$ cat config.mk
export PLATFORM = sky130hd
export DESIGN_NAME = dma_ctrl
export DESIGN_NICKNAME = d
export VERILOG_FILES = /design/src/rtl/dma_ctrl_pkg.sv /design/src/rtl/dma_ctrl_arb.sv /design/src/rtl/dma_ctrl.sv
export SDC_FILE = /design/constraint.sdc
export NUM_CORES = 1
export LEC_CHECK = 0
export ABC_CLOCK_PERIOD_IN_PS = 9150
export CORE_MARGIN = 3
export CORE_UTILIZATION = 40
export CTS_CLUSTER_DIAMETER = 50
export DETAILED_ROUTE_END_ITERATION = 16
export GPL_ROUTABILITY_DRIVEN = 0
export GPL_TIMING_DRIVEN = 1
export SLEW_MARGIN = 20
export SYNTH_ARGS = -nofsm -noshare
export SYNTH_HDL_FRONTEND = slang
export SYNTH_HIERARCHICAL = 1
export SYNTH_SLANG_ARGS = --single-unit
$ cat constraint.sdc
create_clock -name clk -period 9.15 [get_ports clk]
set_input_delay 1.3725 -clock clk [delete_from_list [all_inputs] [get_ports clk]]
set_output_delay 1.3725 -clock clk [all_outputs]
set_load 0.005 [all_outputs]
$ cat src/rtl/dma_ctrl_pkg.sv
`default_nettype none
// ============================================================================
// Module   : dma_ctrl_pkg
// Brief    : Shared types and defaults for the bus-master DMA engine.
// Revision : 1.0 - initial release
// ============================================================================
package dma_ctrl_pkg;

    localparam int ADDR_N_DEF = 16;
    localparam int DATA_N_DEF = 8;

    typedef enum logic [2:0] {
        ST_IDLE  = 3'd0,
        ST_HALT  = 3'd1,
        ST_ALIGN = 3'd2,
        ST_READ  = 3'd3,
        ST_WRITE = 3'd4,
        ST_DONE  = 3'd5
    } dma_state_t;

    // Index width that stays legal for a single-channel build.
    function automatic int idx_width(input int n);
        return (n > 1) ? $clog2(n) : 1;
    endfunction

endpackage
`default_nettype wire

$ cat src/rtl/dma_ctrl_arb.sv
`default_nettype none
// ============================================================================
// Module   : dma_arb
// Brief    : Fixed-priority picker, lowest requesting index wins.
// Revision : 1.0 - initial release
// ============================================================================
module dma_arb #(
    parameter int N     = 2,
    parameter int IDX_W = 1
) (
    input  logic [N-1:0]     req_i,
    output logic [N-1:0]     gnt_o,
    output logic [IDX_W-1:0] idx_o,
    output logic             any_o
);

    // Scan downwards so the lowest requester is the last one assigned.
    always_comb begin
        gnt_o = '0;
        idx_o = '0;
        for (int i = N - 1; i >= 0; i--) begin
            if (req_i[i]) begin
                gnt_o    = '0;
                gnt_o[i] = 1'b1;
                idx_o    = IDX_W'(i);
            end
        end
    end

    assign any_o = |req_i;

endmodule
`default_nettype wire

$ cat src/rtl/dma_ctrl.sv
`default_nettype none
// ============================================================================
// Module   : dma_ctrl
// Brief    : Multi-channel page-to-register DMA that stalls the 6502 core.
// Revision : 1.0 - initial release
// ============================================================================
module dma_ctrl
    import dma_ctrl_pkg::*;
#(
    parameter int                         ADDR_N    = ADDR_N_DEF,
    parameter int                         DATA_N    = DATA_N_DEF,
    parameter int                         CHANNELS  = 2,
    parameter int                         LEN       = 256,
    parameter logic [ADDR_N-1:0]          TRIG_BASE = 16'h4014,
    parameter logic [CHANNELS*ADDR_N-1:0] DST_ADDR  = {16'h2007, 16'h2004}
) (
    input  logic                clk,
    input  logic                n_reset,
    input  logic [ADDR_N-1:0]   cpu_addr,
    input  logic [DATA_N-1:0]   cpu_dout,
    input  logic                cpu_we,
    output logic                cpu_rdy,
    input  logic                halt_ack,
    output logic                dma_oe,
    output logic [ADDR_N-1:0]   dma_addr,
    output logic                dma_we,
    output logic [DATA_N-1:0]   dma_dout,
    input  logic [DATA_N-1:0]   bus_din,
    output logic                busy,
    output logic [CHANNELS-1:0] overrun
);

    localparam int               CNT_W  = $clog2(LEN);
    localparam int               IDX_W  = idx_width(CHANNELS);
    localparam logic [CNT_W-1:0] C_LAST = CNT_W'(LEN - 1);

    dma_state_t          state_q;
    logic                parity_q;
    logic                align_extra_q;
    logic [CNT_W-1:0]    idx_q;
    logic [IDX_W-1:0]    ch_q;
    logic [CHANNELS-1:0] pend_q, pend_d;
    logic [CHANNELS-1:0] ovr_q, ovr_d;
    logic [DATA_N-1:0]   page_q [CHANNELS];
    logic [DATA_N-1:0]   page_d [CHANNELS];

    logic                cpu_rdy_q, dma_oe_q, dma_we_q, busy_q;
    logic [ADDR_N-1:0]   dma_addr_q;
    logic [DATA_N-1:0]   dma_dout_q;

    logic [CHANNELS-1:0] trig, clr, arb_req, gnt;
    logic [IDX_W-1:0]    sel;
    logic                any;
    logic                last_beat;
    logic [DATA_N-1:0]   sel_page;
    logic [ADDR_N-1:0]   dst_tab [CHANNELS];
    logic [ADDR_N-1:0]   cur_src, inc_src;

    function automatic logic [ADDR_N-1:0] src_addr(input logic [DATA_N-1:0] pg,
                                                   input logic [CNT_W-1:0]  ix);
        return ADDR_N'({pg, {DATA_N{1'b0}}}) + ADDR_N'(ix);
    endfunction

    assign last_beat = (state_q == ST_WRITE) && (idx_q == C_LAST);

    generate
        for (genvar c = 0; c < CHANNELS; c++) begin : g_chan
            assign trig[c]    = cpu_we && (cpu_addr == TRIG_BASE + ADDR_N'(c));
            assign clr[c]     = last_beat && (ch_q == IDX_W'(c));
            assign dst_tab[c] = DST_ADDR[c*ADDR_N +: ADDR_N];
            // A page is only accepted while its channel is free.
            assign page_d[c]  = (trig[c] && !pend_q[c]) ? cpu_dout : page_q[c];
        end
    endgenerate

    assign pend_d  = (pend_q | trig) & ~clr;
    assign ovr_d   = ovr_q | (trig & pend_q);
    assign arb_req = (state_q == ST_IDLE) ? pend_q : pend_d;

    dma_arb #(
        .N     (CHANNELS),
        .IDX_W (IDX_W)
    ) u_arb (
        .req_i (arb_req),
        .gnt_o (gnt),
        .idx_o (sel),
        .any_o (any)
    );

    always_comb begin
        sel_page = '0;
        for (int i = 0; i < CHANNELS; i++) begin
            if (gnt[i]) sel_page = sel_page | page_d[i];
        end
    end

    assign cur_src = src_addr(page_q[ch_q], idx_q);
    assign inc_src = src_addr(page_q[ch_q], idx_q + 1'b1);

    always_ff @(posedge clk or negedge n_reset) begin
        if (!n_reset) begin
            state_q       <= ST_IDLE;
            parity_q      <= 1'b0;
            align_extra_q <= 1'b0;
            idx_q         <= '0;
            ch_q          <= '0;
            pend_q        <= '0;
            ovr_q         <= '0;
            busy_q        <= 1'b0;
            cpu_rdy_q     <= 1'b1;
            dma_oe_q      <= 1'b0;
            dma_we_q      <= 1'b0;
            dma_addr_q    <= '0;
            dma_dout_q    <= '0;
            for (int i = 0; i < CHANNELS; i++) page_q[i] <= '0;
        end else begin
            parity_q <= ~parity_q;
            pend_q   <= pend_d;
            ovr_q    <= ovr_d;
            busy_q   <= |pend_d;
            for (int i = 0; i < CHANNELS; i++) page_q[i] <= page_d[i];

            case (state_q)
                ST_IDLE: begin
                    if (|pend_q) begin
                        state_q   <= ST_HALT;
                        ch_q      <= sel;
                        cpu_rdy_q <= 1'b0;
                    end
                end
                ST_HALT: begin
                    if (halt_ack) begin
                        state_q       <= ST_ALIGN;
                        align_extra_q <= ~parity_q;
                        dma_oe_q      <= 1'b1;
                        dma_we_q      <= 1'b0;
                        dma_addr_q    <= cur_src;
                    end
                end
                ST_ALIGN: begin
                    if (align_extra_q) align_extra_q <= 1'b0;
                    else               state_q       <= ST_READ;
                end
                ST_READ: begin
                    state_q    <= ST_WRITE;
                    dma_dout_q <= bus_din;
                    dma_addr_q <= dst_tab[ch_q];
                    dma_we_q   <= 1'b1;
                end
                ST_WRITE: begin
                    dma_we_q <= 1'b0;
                    if (!last_beat) begin
                        idx_q      <= idx_q + 1'b1;
                        state_q    <= ST_READ;
                        dma_addr_q <= inc_src;
                    end else begin
                        idx_q <= '0;
                        // Queued channels chain without re-halting the CPU.
                        if (any) begin
                            ch_q       <= sel;
                            state_q    <= ST_READ;
                            dma_addr_q <= src_addr(sel_page, '0);
                        end else begin
                            state_q   <= ST_DONE;
                            dma_oe_q  <= 1'b0;
                            cpu_rdy_q <= 1'b1;
                        end
                    end
                end
                ST_DONE: state_q <= ST_IDLE;
                default: state_q <= ST_IDLE;
            endcase
        end
    end

    assign cpu_rdy  = cpu_rdy_q;
    assign dma_oe   = dma_oe_q;
    assign dma_we   = dma_we_q;
    assign dma_addr = dma_addr_q;
    assign dma_dout = dma_dout_q;
    assign busy     = busy_q;
    assign overrun  = ovr_q;

endmodule
`default_nettype wire

### Yosys cells after proc, flatten, opt, wreduce, memory -nomap -nowiden

Index checks and enable logic that the tools add are counted.

* register bits after elaboration: 62
* bits of input ports: 36
* output and inout port bits: 30
* logic and storage cells: 108

* $add $sub $neg: 3
* order comparisons: 1
* equality and inequality tests: 14
* muxes and demuxes: 42
* bitwise logic cells: 9
* reductions and logical operators: 24

Operator list (count)
* $mux W16: 5
* $mux W8: 8
* $pmux W16 S3: 1
* $add A16 B8 Y16: 2
* $eq A16 B15 Y1 const B: 2
* $mux W3: 5
* $pmux W3 S5: 1
* $mux W1: 13
* $reduce_and A4 Y1: 3
* $ne A2 B2 Y1 const B: 5
* $add A8 B1 Y8 const B: 1
* $eq A8 B8 Y1 const B: 1
* $mux W2: 4
* $or A8 B8 Y8: 1
* $pmux W1 S2: 4
* $logic_and A1 B1 Y1: 7
* $eq A3 B2 Y1 const B: 2
* $reduce_and A3 Y1: 2
* $reduce_bool A2 Y1: 3
* $reduce_or A2 Y1: 3
* $and A2 B2 Y2: 2
* $or A2 B2 Y2: 2
* $reduce_and A2 Y1: 2
* $eq A3 B1 Y1 const B: 1
* 11 further kinds: 13

### Logic depth before layout (Yosys ltp)

* word-level depth: 14
* gate-level depth with buffers: 16
* mapped depth without buffers: 11

### Hierarchy

The synthesis kept the hierarchy.

Modules (own cells, without submodules)
* dma_ctrl: instances 1, cells each 350, area each 3199.3 um2, sequential area each 1552.7 um2
* dma_arb: instances 1, cells each 4, area each 27.5 um2, sequential area each 0.0 um2

### Least setup slack after synthesis

Ideal clock, no wire load.

* path kind: input port to flip-flop
* from: input port cpu_addr[9]
* to: register dma_addr_q[15], in the netlist dma_addr[15]
* library setup time: 0.069 ns
* data arrival time: 4.143 ns
* required time: 9.081 ns
* setup slack: 4.938 ns
* stages: 12
* path buffers: 3
* path through: or4b_1 > or4_4 > nor2_1 > a21oi_1 > nor2_1 > buf_4 > clkbuf_1 > clkbuf_1 > nand2_1 > mux2_4 > a311o_1 > nand3_1

* cells in the longest elaborated chain, start to end: 12
* elaborated cells between the ends (all ways): 22
* classes of those cells: eq/ne (3); mux (10); bitwise (3); reduce/logical (6)

Ends and longest elaborated chain
* start: declaration: line dma_ctrl.sv:19 `input logic [ADDR_N-1:0] cpu_addr,`
* $eq A16 B15 Y1 (*): line dma_ctrl.sv:68 `assign trig[c] = cpu_we && (cpu_addr == TRIG_BASE + ADDR_N'(c));`
* $logic_and A1 B1 Y1 (*): line dma_ctrl.sv:68
* $or A2 B2 Y2 (*): line dma_ctrl.sv:76 `assign pend_d = (pend_q | trig) & ~clr;`
* $and A2 B2 Y2 (*): line dma_ctrl.sv:76
* $mux W2 (*): line dma_ctrl.sv:78 `assign arb_req = (state_q == ST_IDLE) ? pend_q : pend_d;`
* named net arb_req[0]: line dma_ctrl.sv:51 `logic [CHANNELS-1:0] trig, clr, arb_req, gnt;`
* $mux W2 (*): line dma_ctrl_arb.sv:22 `if (req_i[i]) begin`
* named net gnt[0]: line dma_ctrl.sv:51
* $mux W8 (*): line dma_ctrl.sv:93 `if (gnt[i]) sel_page = sel_page | page_d[i];`
* $or A8 B8 Y8: line dma_ctrl.sv:93
* $mux W8 (*): line dma_ctrl.sv:93
* $mux W16 (*): line dma_ctrl.sv:159 `if (any) begin`
* $mux W16 (*): line dma_ctrl.sv:152 `if (!last_beat) begin`
* $pmux W16 S3 (*): line dma_ctrl.sv:123 `case (state_q)`
* end signal: assignment: line dma_ctrl.sv:137 `dma_addr_q <= cur_src;`
* end signal: assignment: line dma_ctrl.sv:155 `dma_addr_q <= inc_src;`
* end signal: assignment: line dma_ctrl.sv:162 `dma_addr_q <= src_addr(sel_page, '0);`
* end: declaration: line dma_ctrl.sv:48 `logic [ADDR_N-1:0] dma_addr_q;`

Mark *: on every way through the listed nets, which the timed path passes. The rest lies on a longest branch. The select of a mux whose other input is x is not followed.
A chain may end at the register's enable or synchronous reset.

### Final worst setup path

* from: register state_q[1]
* to: register dma_addr_q[13], in the netlist dma_addr[13]

* elaborated cells between the ends (all ways): 23
* classes of those cells: eq/ne (5); mux (8); bitwise (3); reduce/logical (7)

RTL lines
* start: declaration: line dma_ctrl.sv:37 `dma_state_t state_q;`
* start signal: assignment: line dma_ctrl.sv:102 `state_q <= ST_IDLE;`
* start signal: assignment: line dma_ctrl.sv:126 `state_q <= ST_HALT;`
* start signal: assignment: line dma_ctrl.sv:133 `state_q <= ST_ALIGN;`
* $eq A3 B3 Y1: line dma_ctrl.sv:64 `assign last_beat = (state_q == ST_WRITE) && (idx_q == C_LAST);`
* $logic_and A1 B1 Y1: line dma_ctrl.sv:64
* $logic_and A1 B1 Y1: line dma_ctrl.sv:69 `assign clr[c] = last_beat && (ch_q == IDX_W'(c));`
* $not A2 Y2: line dma_ctrl.sv:76
* $and A2 B2 Y2: line dma_ctrl.sv:76
* $mux W2 (*): line dma_ctrl.sv:78
* named net arb_req[0]: line dma_ctrl.sv:51
* $reduce_or A2 Y1 (*): line dma_ctrl_arb.sv:30 `assign any_o = |req_i;`
* named net any: line dma_ctrl.sv:53 `logic any;`
* $ne A3 B3 Y1 (no source line) (*)
* $reduce_and A3 Y1 (no source line) (*)
* end signal: assignment: line dma_ctrl.sv:137
* end signal: assignment: line dma_ctrl.sv:147 `dma_addr_q <= dst_tab[ch_q];`
* end signal: assignment: line dma_ctrl.sv:155

Marked as above.

==> results.md <==
- Reg2reg path depth: 11
- Final layout net count: 446
- Inserted Clock Buffers: 9
- Final hold violations: 0
- Port bufs: 65
- Crit path max fanout: 21
- Simple-gate share of the synthesized area: 24.5%
- Critical path depth: 11
- Synth unique cells: 49
- Antenna violation net count after detailed routing: 0
- Initial DRC count: 180
- Cell Area, Placed: 3900 µm²
- Data required, critical path: 9.37 ns
- Fin crit share: 51.7%
- Share of layout cells above drive strength 1: 11.9%
- Status: complete, no violations
- Congestion Overflow GR: 0
- Routed vias/inst: 5.40
- Post CTS Setup Buffer Count: 0
- CP max stage delay: 0.88 ns
- Ys async rst share: 100%
- Post-synth top area cell: dfrtp_1
- Syn avg cell area: 9.12 µm²
- Post-synthesis sequential area ratio: 48.1%
- First-pass GRT wire length: 13,600 µm
- Yosys reg bits: 62
- Post-cts repair resize count: 0
- Chip Height: 95.8 µm
- Critical path cell sequence: nor2_1, nand2_1, nor2_1, nand3_1, nor2_1, nor2_2, or2_1, o41ai_2, buf_4, a21oi_1, a221o_1
- Synth Cell Area: 3230 µm²
- Syn. warnings: 6
- Peak VDD IR: 0.116 mV
- Largest family of logic cells by synthesized area: simple AND/OR/NAND/NOR gates
- Diode count: 0
- Layout area overhead: 26.5%
- Power Dens Cells: 198 nW/µm²
- Post-route cell area: 4080 µm²
- Max Cap Viol: 0
- Clk_skew: 0.00772 ns
- Sink Count: 62
- Worst path slowest cell: o41ai_2
- H-tree depth: 3
- Clock Path Buffers: 2
- CTS clk-pin slew, worst paths: 0.07 ns
- Commonest non-fill, non-tap cell in the layout: nand2_1
- Post-Syn Nets: 391
- GRT Resource Usage Total: 19.1%
- HP Class: flop to flop
- Number of global-route vias before repair: 2,706
- Worst Tran Pin Value: 0.985 ns
- Top-Level Pins: 66
- Final wirelength: 8120 µm
- # DRC: 0
- Most common cell on crit path: nor2_1
- Core ar.: 7770 µm²
- CP bufs+invs: 1
- Setup CP Type: flop to flop
- Synth Area in Adders: 0.388%
- Setup violators final: 0
- Setup slack after layout: 4.42 ns
- CTS tree: built
- Mux contribution to synthesized area: 9.42%
- Die ar.: 9180 µm²
- CP Capture Type: flop
- Start point of the worst hold path: parity_q
- WHS Path Cells: 1
- Leak: 0.00181 µW
- Clock period minus worst slack: 4.73 ns
- Max Clk Rate: 211 MHz
- Synth Area in XOR/XNOR: 0.814%
- Root buffer cell: clkbuf_8
- Post-synth EDFFs: 0
- Reg-to-reg startpoint: state_q[1]
- Fin. max-slew vios: 0
- Register-to-Register Setup Slack: 4.42 ns
- # fillers: 741
- Starting Density: 41.5%
- Worst Path Arrival: 4.95 ns
- Startpoint Class: flop
- Post-synthesis compound-gate area fraction: 12.6%
- Synth top area cells: dfrtp_1 (47%), nand2_1 (10%), mux2_2 (8.0%)
- Die W: 95.8 µm
- Slew HR: 34.1%
- Per-cell routed wire length: 15.8 µm
- Top cell type's share of synthesized area: 47.3%
- Sum of negative setup slack: 0 ns
- Reg-to-Reg End: dma_addr[13]
- Largest net degree at the start of global routing: 63
- Commonest non-fill, non-tap cells in the layout: nand2_1 (87), clkdlybuf4s50_1 (64), dfrtp_1 (61), nor2_1 (27), nand3_1 (25)
- Synth Flop Type: dfrtp_1
- CP delay by family, top: simple AND/OR/NAND/NOR gates
- Cts hold-fix bufs: 0
- Clock latency at the later pin of the worst-skew pair: 0.33 ns
- Post-Synthesis Cells: 354
- Via Count: 2,777
- DR pass1 iterations: 4
- Cell row count: 32
- Hold path endpoint: parity_q
- Unrepaired setup endpoints after global routing: false
- Pre-CTS setup slack: 3.78 ns
- Initial antenna violation count: 0
- Final HPWL DP: 5350 µm
final cells by class:
cell class | count | area, µm² | share of cell area, %
multi-input combinational | 265 | 1550 | 38.0
clock buffer | 13 | 169 | 4.14
sequential | 62 | 1550 | 38.0
timing repair buffer | 67 | 661 | 16.2
clock inverter | 1 | 5.00 | 0.123
inverter | 4 | 15.0 | 0.368
tap | 102 | 128 | 3.13
worst register-to-register path, stage by stage (launching register included):
cell     delay, ns
dfrtp_1       0.50
nor2_1        0.24
nand2_1       0.37
nor2_1        0.28
nand3_1       0.64
nor2_1        0.39
nor2_2        0.22
or2_1         0.34
o41ai_2       0.88
buf_4         0.38
a21oi_1       0.07
a221o_1       0.32
cells by family (layout without fill, tap and decap cells):
group                    after synthesis  in the layout
flip-flops                            62             62
adder cells (fa/ha/maj)                1              1
XOR/XNOR                               3              3
buffers and inverters                 27             85
multiplexers                          27             27
AND/OR/NAND/NOR                      172            172
AO/OA/AOI/OAI                         62             62
flip-flops by register name, indices dropped and copies added (netlist names), 2 cells and up:
register  cells
idx_q         8
overrun       2
state_q       3
dma_addr     16
page_q       16
dma_dout      8
pend_q        2
metal layers:
layer  up-vias  global-route usage, %  routed length, µm
met1      1315                   25.5               3630
met4         0                   6.87                100
met3        11                   4.69                601
met2       100                   30.0               3790
li1       1351                      -                  -
met5         -                      0                  0
metrics by stage:
step                      power [µW]  cells  utilization (%)  hold WS, ns
after floorplan                  469    354                -        0.383
after global placement           593    500             50.3        0.395
after detailed placement         596    500             50.3        0.393
after CTS                        818    514             52.5        0.403
after global routing             869    514             52.6        0.429
final                            808    514             52.6        0.400
report_power, final:
group          leakage, µW  switching, µW  internal, µW
Combinational     0.000892            121           112
Sequential        0.000826           37.5           318
Clock            0.0000914            102           117
Yosys cell counts, drive strengths merged (4+ instances only):
library cell  count
nand3            25
a311o             7
a21oi            13
inv               4
nor3              4
clkbuf           17
dfrtp            61
buf               6
nand4             7
nor2             28
nand2            87
mux2             24
o21ai            23
worst max path at each step:
stage / startpoint / end / slack [ns]
6_report: state_q[1] / dma_addr[13] / 4.42
5_1_grt: state_q[1] / dma_addr[13] / 3.95
4_1_cts: cpu_addr[9] / dma_addr[13] / 4.13
3_5_place_dp: cpu_addr[9] / dma_addr[13] / 3.78
3_3_place_gp: cpu_addr[9] / dma_addr[13] / 3.89
2_1_floorplan: cpu_addr[9] / dma_addr[15] / 4.94
Power figures use the tool's default switching activity.
